==> config.mk <==
export PLATFORM = sky130hd
export DESIGN_NAME = booth_mult_ctrl
export DESIGN_NICKNAME = d
export VERILOG_FILES = /design/src/rtl/booth_pkg.sv /design/src/rtl/booth_mult_ctrl.sv
export SDC_FILE = /design/constraint.sdc
export NUM_CORES = 1
export LEC_CHECK = 0
export ABC_AREA = 0
export CORE_MARGIN = 4
export CORE_UTILIZATION = 39
export DETAILED_ROUTE_END_ITERATION = 16
export HOLD_SLACK_MARGIN = 0.03
export PLACE_DENSITY = 0.75
export SLEW_MARGIN = 20
export SYNTH_ARGS = -nofsm -noshare
export SYNTH_HDL_FRONTEND = slang
export SYNTH_SLANG_ARGS = --single-unit
==> constraint.sdc <==
create_clock -name clk -period 1.85 [get_ports clk]
set_clock_uncertainty 0.05 [all_clocks]
set_input_delay 0.37 -clock clk [delete_from_list [all_inputs] [get_ports clk]]
set_output_delay 0.37 -clock clk [all_outputs]
set_load 0.01 [all_outputs]
==> src/rtl/booth_pkg.sv <==
`default_nettype none
// +-------------------------------------------------------------------+
// | booth_pkg : shared types and sizing helpers for the Booth sequencer |
// | Revision  : 1.0                                                    |
// +-------------------------------------------------------------------+
package booth_pkg;

  typedef enum logic [2:0] {
    IDLE = 3'd0,
    LOAD = 3'd1,
    STG1 = 3'd2,
    STG2 = 3'd3,
    CAPT = 3'd4,
    DONE = 3'd5
  } state_e;

  // Radix-4 retires two multiplier bits per step.
  function automatic int iterations(input int in_width);
    return in_width / 2;
  endfunction

  function automatic int cnt_width(input int in_width);
    return (in_width / 2 > 1) ? $clog2(in_width / 2) : 1;
  endfunction

endpackage
`default_nettype wire

==> src/rtl/booth_mult_ctrl.sv <==
`default_nettype none
// +-------------------------------------------------------------------+
// | booth_mult_ctrl : job sequencer for the 2-stage radix-4 Booth       |
// |                   multiplier datapath (load / enInp / enP strobes) |
// | Revision        : 1.0                                              |
// +-------------------------------------------------------------------+
module booth_mult_ctrl
  import booth_pkg::*;
#(
  parameter int INPUT_WIDTH  = 6,
  parameter int OUTPUT_WIDTH = 2 * INPUT_WIDTH
) (
  input  logic                    clk,
  input  logic                    rst,
  input  logic                    in_valid,
  output logic                    in_ready,
  input  logic [INPUT_WIDTH-1:0]  in_multiplicand,
  input  logic [INPUT_WIDTH-1:0]  in_multiplier,
  output logic                    out_valid,
  input  logic                    out_ready,
  output logic [OUTPUT_WIDTH-1:0] out_product,
  output logic                    busy,
  output logic                    dp_load,
  output logic                    dp_en_inp,
  output logic                    dp_en_p,
  output logic [INPUT_WIDTH-1:0]  dp_multiplicand,
  output logic [INPUT_WIDTH-1:0]  dp_multiplier,
  input  logic [OUTPUT_WIDTH-1:0] dp_product
);

  localparam int ITERATIONS = iterations(INPUT_WIDTH);
  localparam int CNT_WIDTH  = cnt_width(INPUT_WIDTH);
  localparam logic [CNT_WIDTH-1:0] CNT_LAST = CNT_WIDTH'(ITERATIONS - 1);
  localparam logic [CNT_WIDTH-1:0] CNT_ONE  = CNT_WIDTH'(1);

  state_e                  state_q, state_d;
  logic [CNT_WIDTH-1:0]    cnt_q, cnt_d;
  logic                    out_valid_q, out_valid_d;
  logic [OUTPUT_WIDTH-1:0] product_q, product_d;
  logic [INPUT_WIDTH-1:0]  mcand_q, mcand_d;
  logic [INPUT_WIDTH-1:0]  mplier_q, mplier_d;

  always_ff @(posedge clk) begin
    if (rst) begin
      state_q     <= IDLE;
      cnt_q       <= '0;
      out_valid_q <= 1'b0;
      product_q   <= '0;
      mcand_q     <= '0;
      mplier_q    <= '0;
    end else begin
      state_q     <= state_d;
      cnt_q       <= cnt_d;
      out_valid_q <= out_valid_d;
      product_q   <= product_d;
      mcand_q     <= mcand_d;
      mplier_q    <= mplier_d;
    end
  end

  always_comb begin
    state_d     = state_q;
    cnt_d       = cnt_q;
    out_valid_d = out_valid_q;
    product_d   = product_q;
    mcand_d     = mcand_q;
    mplier_d    = mplier_q;
    in_ready    = 1'b0;
    dp_load     = 1'b0;
    dp_en_inp   = 1'b0;
    dp_en_p     = 1'b0;

    case (state_q)
      IDLE: begin
        in_ready = 1'b1;
        if (in_valid) begin
          mcand_d  = in_multiplicand;
          mplier_d = in_multiplier;
          cnt_d    = '0;
          state_d  = LOAD;
        end
      end
      LOAD: begin
        dp_load = 1'b1;
        state_d = STG1;
      end
      STG1: begin
        dp_en_inp = 1'b1;
        state_d   = STG2;
      end
      // Stage 2 only ever follows stage 1, so enP always has fresh enInp data.
      STG2: begin
        dp_en_p = 1'b1;
        if (cnt_q == CNT_LAST) begin
          state_d = CAPT;
        end else begin
          cnt_d   = cnt_q + CNT_ONE;
          state_d = STG1;
        end
      end
      CAPT: begin
        product_d   = dp_product;
        out_valid_d = 1'b1;
        state_d     = DONE;
      end
      DONE: begin
        if (out_ready) begin
          out_valid_d = 1'b0;
          state_d     = IDLE;
        end
      end
      default: state_d = IDLE;
    endcase
  end

  assign busy            = (state_q != IDLE);
  assign out_valid       = out_valid_q;
  assign out_product     = product_q;
  assign dp_multiplicand = mcand_q;
  assign dp_multiplier   = mplier_q;

endmodule
`default_nettype wire

======== After elaboration in Yosys (flattened, before gate mapping) ========
Cells that the tools add are included.
W data, S select, Z words.
word-level totals
  register bits after elaboration ......... 30
  output and inout bits ................... 30
  bits of input ports ..................... 28
  logic and storage cells ................. 37
operators by class
  reductions and logical operators ........ 8
  multiplexer cells ....................... 13
  eq/ne operators ......................... 9
  add/sub/neg operators ................... 1
operators by type and width
  cell                   count
  $pmux W3 S6            1
  $mux W3                3
  $eq A3 B2 Y1 const B   2
  $eq A3 B3 Y1 const B   2
  $ne A2 B2 Y1 const B   3
  $reduce_and A2 Y1      3
  $mux W1                5
  $mux W2                2
  $pmux W2 S2            1
  $reduce_bool A2 Y1     2
  $eq A3 B1 Y1 const B   1
  $logic_not A3 Y1       1
  $reduce_and A3 Y1      1
  $reduce_bool A3 Y1     1
  $add A2 B1 Y2 const B  1
  $eq A2 B2 Y1 const B   1
  $pmux W1 S2            1

======== Logic depth before layout (Yosys ltp) ========
  word-level depth ........................ 3
  mapped depth ............................ 5
  gate-level depth less buffers ........... 5

======== Worst setup path before layout ========
No wires, ideal clock.
  path kind ............................... reg-to-output
  start point ............................. register state_q[1]
  end point ............................... output port in_ready
  arrival time ............................ 1.059 ns
  buffers on the path ..................... 1
  cell stages (with the launch flop) ...... 4
  path slack .............................. 0.371 ns
  required time ........................... 1.430 ns
  cells stage by stage .................... dfxtp_1 > clkbuf_1 > or3_1 > inv_1
on the way
  longest elaborated chain between the ends .. 2
ends and longest elaborated chain
  what                    line                   RTL
  from (decl)             booth_mult_ctrl.sv:36  state_e state_q, state_d;
  from (signal assigned)  booth_mult_ctrl.sv:52  state_q <= state_d;
  $logic_not A3 Y1        booth_mult_ctrl.sv:73  case (state_q)
  $mux W1                 booth_mult_ctrl.sv:73
  to (decl)               booth_mult_ctrl.sv:16  output logic in_ready,
No other way between the ends.

======== Worst setup path after layout ========
  start point ............................. register state_q[0]
  end point ............................... output port busy
on the way
  longest elaborated chain between the ends .. 1
ends and longest elaborated chain
  what                line                    RTL
  $reduce_bool A3 Y1  booth_mult_ctrl.sv:116  assign busy = (state_q != IDLE);
  to (decl)           booth_mult_ctrl.sv:22   output logic busy,
No other way between the ends.

==> impl_results.md <==
* Rows at 19
* Largest net degree at the start of global routing at 15
* Detailed-route wire length at about 3000 microns
* Worst skew pair latency at around 0.33 ns
* Die width at approximately 63 microns
* Worst EP required at about 1.4 ns
* DRC Markers at 0
* Critical path startpoint category: flip-flop
* Initial antenna violation count at 0
* Crit path arrival time at ~1.4 ns
* Setup TNS at 0 ns
* DR vias at 1200
* CTS tree: done
* Hold crit path type: flip-flop to flip-flop
* Slew margin rel. at between 70% and 80%
* Io pins at 58
* Core ar. at roughly 0.0028 sq mm
* F_max at between 500 and 600 MHz
* Inserted Clock Buffers at 5
* # H-tree levels at 2
* Yosys cell types at 26
* Worst path cell trace: or3_4, dlygate4sd2_1
* Detailed-route wire length per cell at approximately 13 microns
* Final min period at ~1.8 ns
* CTS Buffer Depth at 2
* Met2 GRT Util at roughly a quarter
* Worst-Margin Slew at approximately 0.37 ns
* Mapped Cells at about 150
* Fin util at about two thirds
* Worst Path Max Fanout at 5
* Final GP Congestion at 0.730
* Max-Cap Viols at 0
* CP max stage cell: or3_4
* Total setup buffers inserted after CTS at 0
* Post-DP Area at roughly 0.0018 sq mm
* Yosys reg bits at 30
* Design area at between 0.0015 and 0.002 sq mm
* Sink Count at 30
* WS Path Type: flip-flop to output port
* Leakage at 0.697 nW
* Critical path endpoint category: output port
* Layout area overhead at 57.9%
* Final hold viol count at 0
* Vias per cell at ~5
* Crit path largest cell delay at 0.39 ns
* Port-buffer cells at 57
* Max-slew violation count at 0
* Syn nets at between 150 and 200
* Die Y at 62.9 microns
* Root Driver: clkbuf_4
* Final critical-path share of the clock period at between 90% and 100%
* DP HPWL at about 2300 microns
* Drt pass-1 iters at 4
* Gr usage total at around 16%
* Total die area at just under 0.004 sq mm
* Initial Util at between 40% and 50%
* Final net count at roughly 240
* GRT met1 Usage at between 10% and 20%
* Vias in the first global route at about 1200
* Met3 Usage GRT at between 8 and 9%
* Sequential-to-total area share from yosys stat at 51.1%
* Global routing's busiest layer: met2
* Routed Antenna Nets at 0
* Peak VDD IR at 0.483 mV
* PD cells at approximately 800 mW/mm^2
* Fraction of layout cells with a size suffix above 1 at just over 10%
* Syn Area/Cell at about 8 sq um
* CP bufs+invs at 1
* CTS clk-pin slew, worst paths at approximately 0.080 ns
* Status: finished clean
* Global route overflow at 0
* RSZ-0062 raised after global routing: no
* Synth warn at 0
* Starting DRT DRC Count at 40
* Setup violators final at 0
* N_diodes at 0
* Hold WS at 0.407 ns
* Post-Syn Area at between 0.001 and 0.0015 sq mm
* CP top delay family: simple AND/OR/NAND/NOR gates
* First-pass GRT wire length at around 5000 microns
[synth_stat cells]
master     number  area share [%]
a2111oi_0       1            0.74
a21boi_0        1            0.64
a21oi_1        27              11
a221oi_1        1            0.74
and3_1          1            0.53
and3b_1         1            0.74
buf_2           4             1.7
clkbuf_1        7             2.2
dfxtp_1        30              51
ha_1            1             1.1
inv_1           3            0.96
nand2_1        48              15
nand2b_1        2             1.1
nand3_1         2            0.85
nand3b_1        1            0.64
nand4bb_1       1            0.96
nor2_1          3            0.96
nor3_1          2            0.85
nor3b_1         3             1.9
nor3b_2         1             1.1
nor4_1          1            0.53
nor4b_2         1             1.3
or2_0           1            0.53
or3_1           1            0.53
or3b_1          1            0.74
or4b_1          1            0.85
[final timing paths]
path                   from             end  depth (start not counted)  slack [ns]
min          out_product[6]  out_product[6]                          2        0.41
min reg2reg  out_product[6]  out_product[6]                          2        0.41
max reg2reg      state_q[0]        cnt_q[1]                          5        0.32
max              state_q[0]            busy                          2        0.07
[per-stage QoR]
step	cells	setup WS (ns)	power [mW]
after floorplan	146	0.371	0.930
after global placement	232	0.0604	1.15
after detailed placement	232	0.0387	1.16
after CTS	239	0.0102	1.50
after global routing	239	0.0127	1.59
final	239	0.0728	1.49
[cell families after synthesis]
family	count (synthesis)	share of synthesized area (%)
simple gates	71	29.4
fa+ha+maj	1	1.06
flops	30	51.1
buf+inv	14	4.89
compound gates	30	13.6
[sequential cells by signal, summed over array words and instances, names as in the netlist]
signal           flops
dp_multiplicand      6
out_valid            1
cnt_q                2
dp_multiplier        6
state_q              3
out_product         12
[what timing repair did]
action,in CTS,in global routing
setup endpoints to repair,5,2
resized for setup,7,2
hold buffers,0,0
[layer usage]
| metal | part of all wire [%] | up-vias |
|---|---|---|
| met1 | 43 | 539 |
| li1 | - | 605 |
| met3 | 11 | 3 |
| met2 | 46 | 53 |
| met4 | 0.93 | 0 |
| met5 | 0 | - |
[where the power goes]
| part | leakage, nW | switching [mW] | internal (mW) |
|---|---|---|---|
| Clock | 0.0308 | 0.212 | 0.136 |
| Sequential | 0.245 | 0.0309 | 0.699 |
| Combinational | 0.421 | 0.183 | 0.224 |
[tightest hold or removal path: cells and delay by family, from the launching register on]
kind / cells / cell delay, ns
compound gates: 1 / 0.05
flops: 1 / 0.31
simple gates: 1 / 0.05
[layout by cell type, fill, tap and decap left out, types with 3 or more instances in the layout]
cell and n:
a21oi_1 27, buf_4 9, clkbuf_4 5, clkdlybuf4s50_1 52
dfxtp_1 28, dlygate4sd2_1 4, inv_1 3, nand2_1 48
nor2_1 3, nor3b_1 3
[final cells by class]
type | count | area, sq um
clock inverters | 2 | 10.0
well taps | 31 | 38.8
repair buffers | 66 | 633
flip-flops and latches | 30 | 603
fillers | 263 | 972
clock buffers | 5 | 37.5
inverters | 3 | 11.3
multi-input cells | 102 | 523
(Power assumes the default switching activity.)
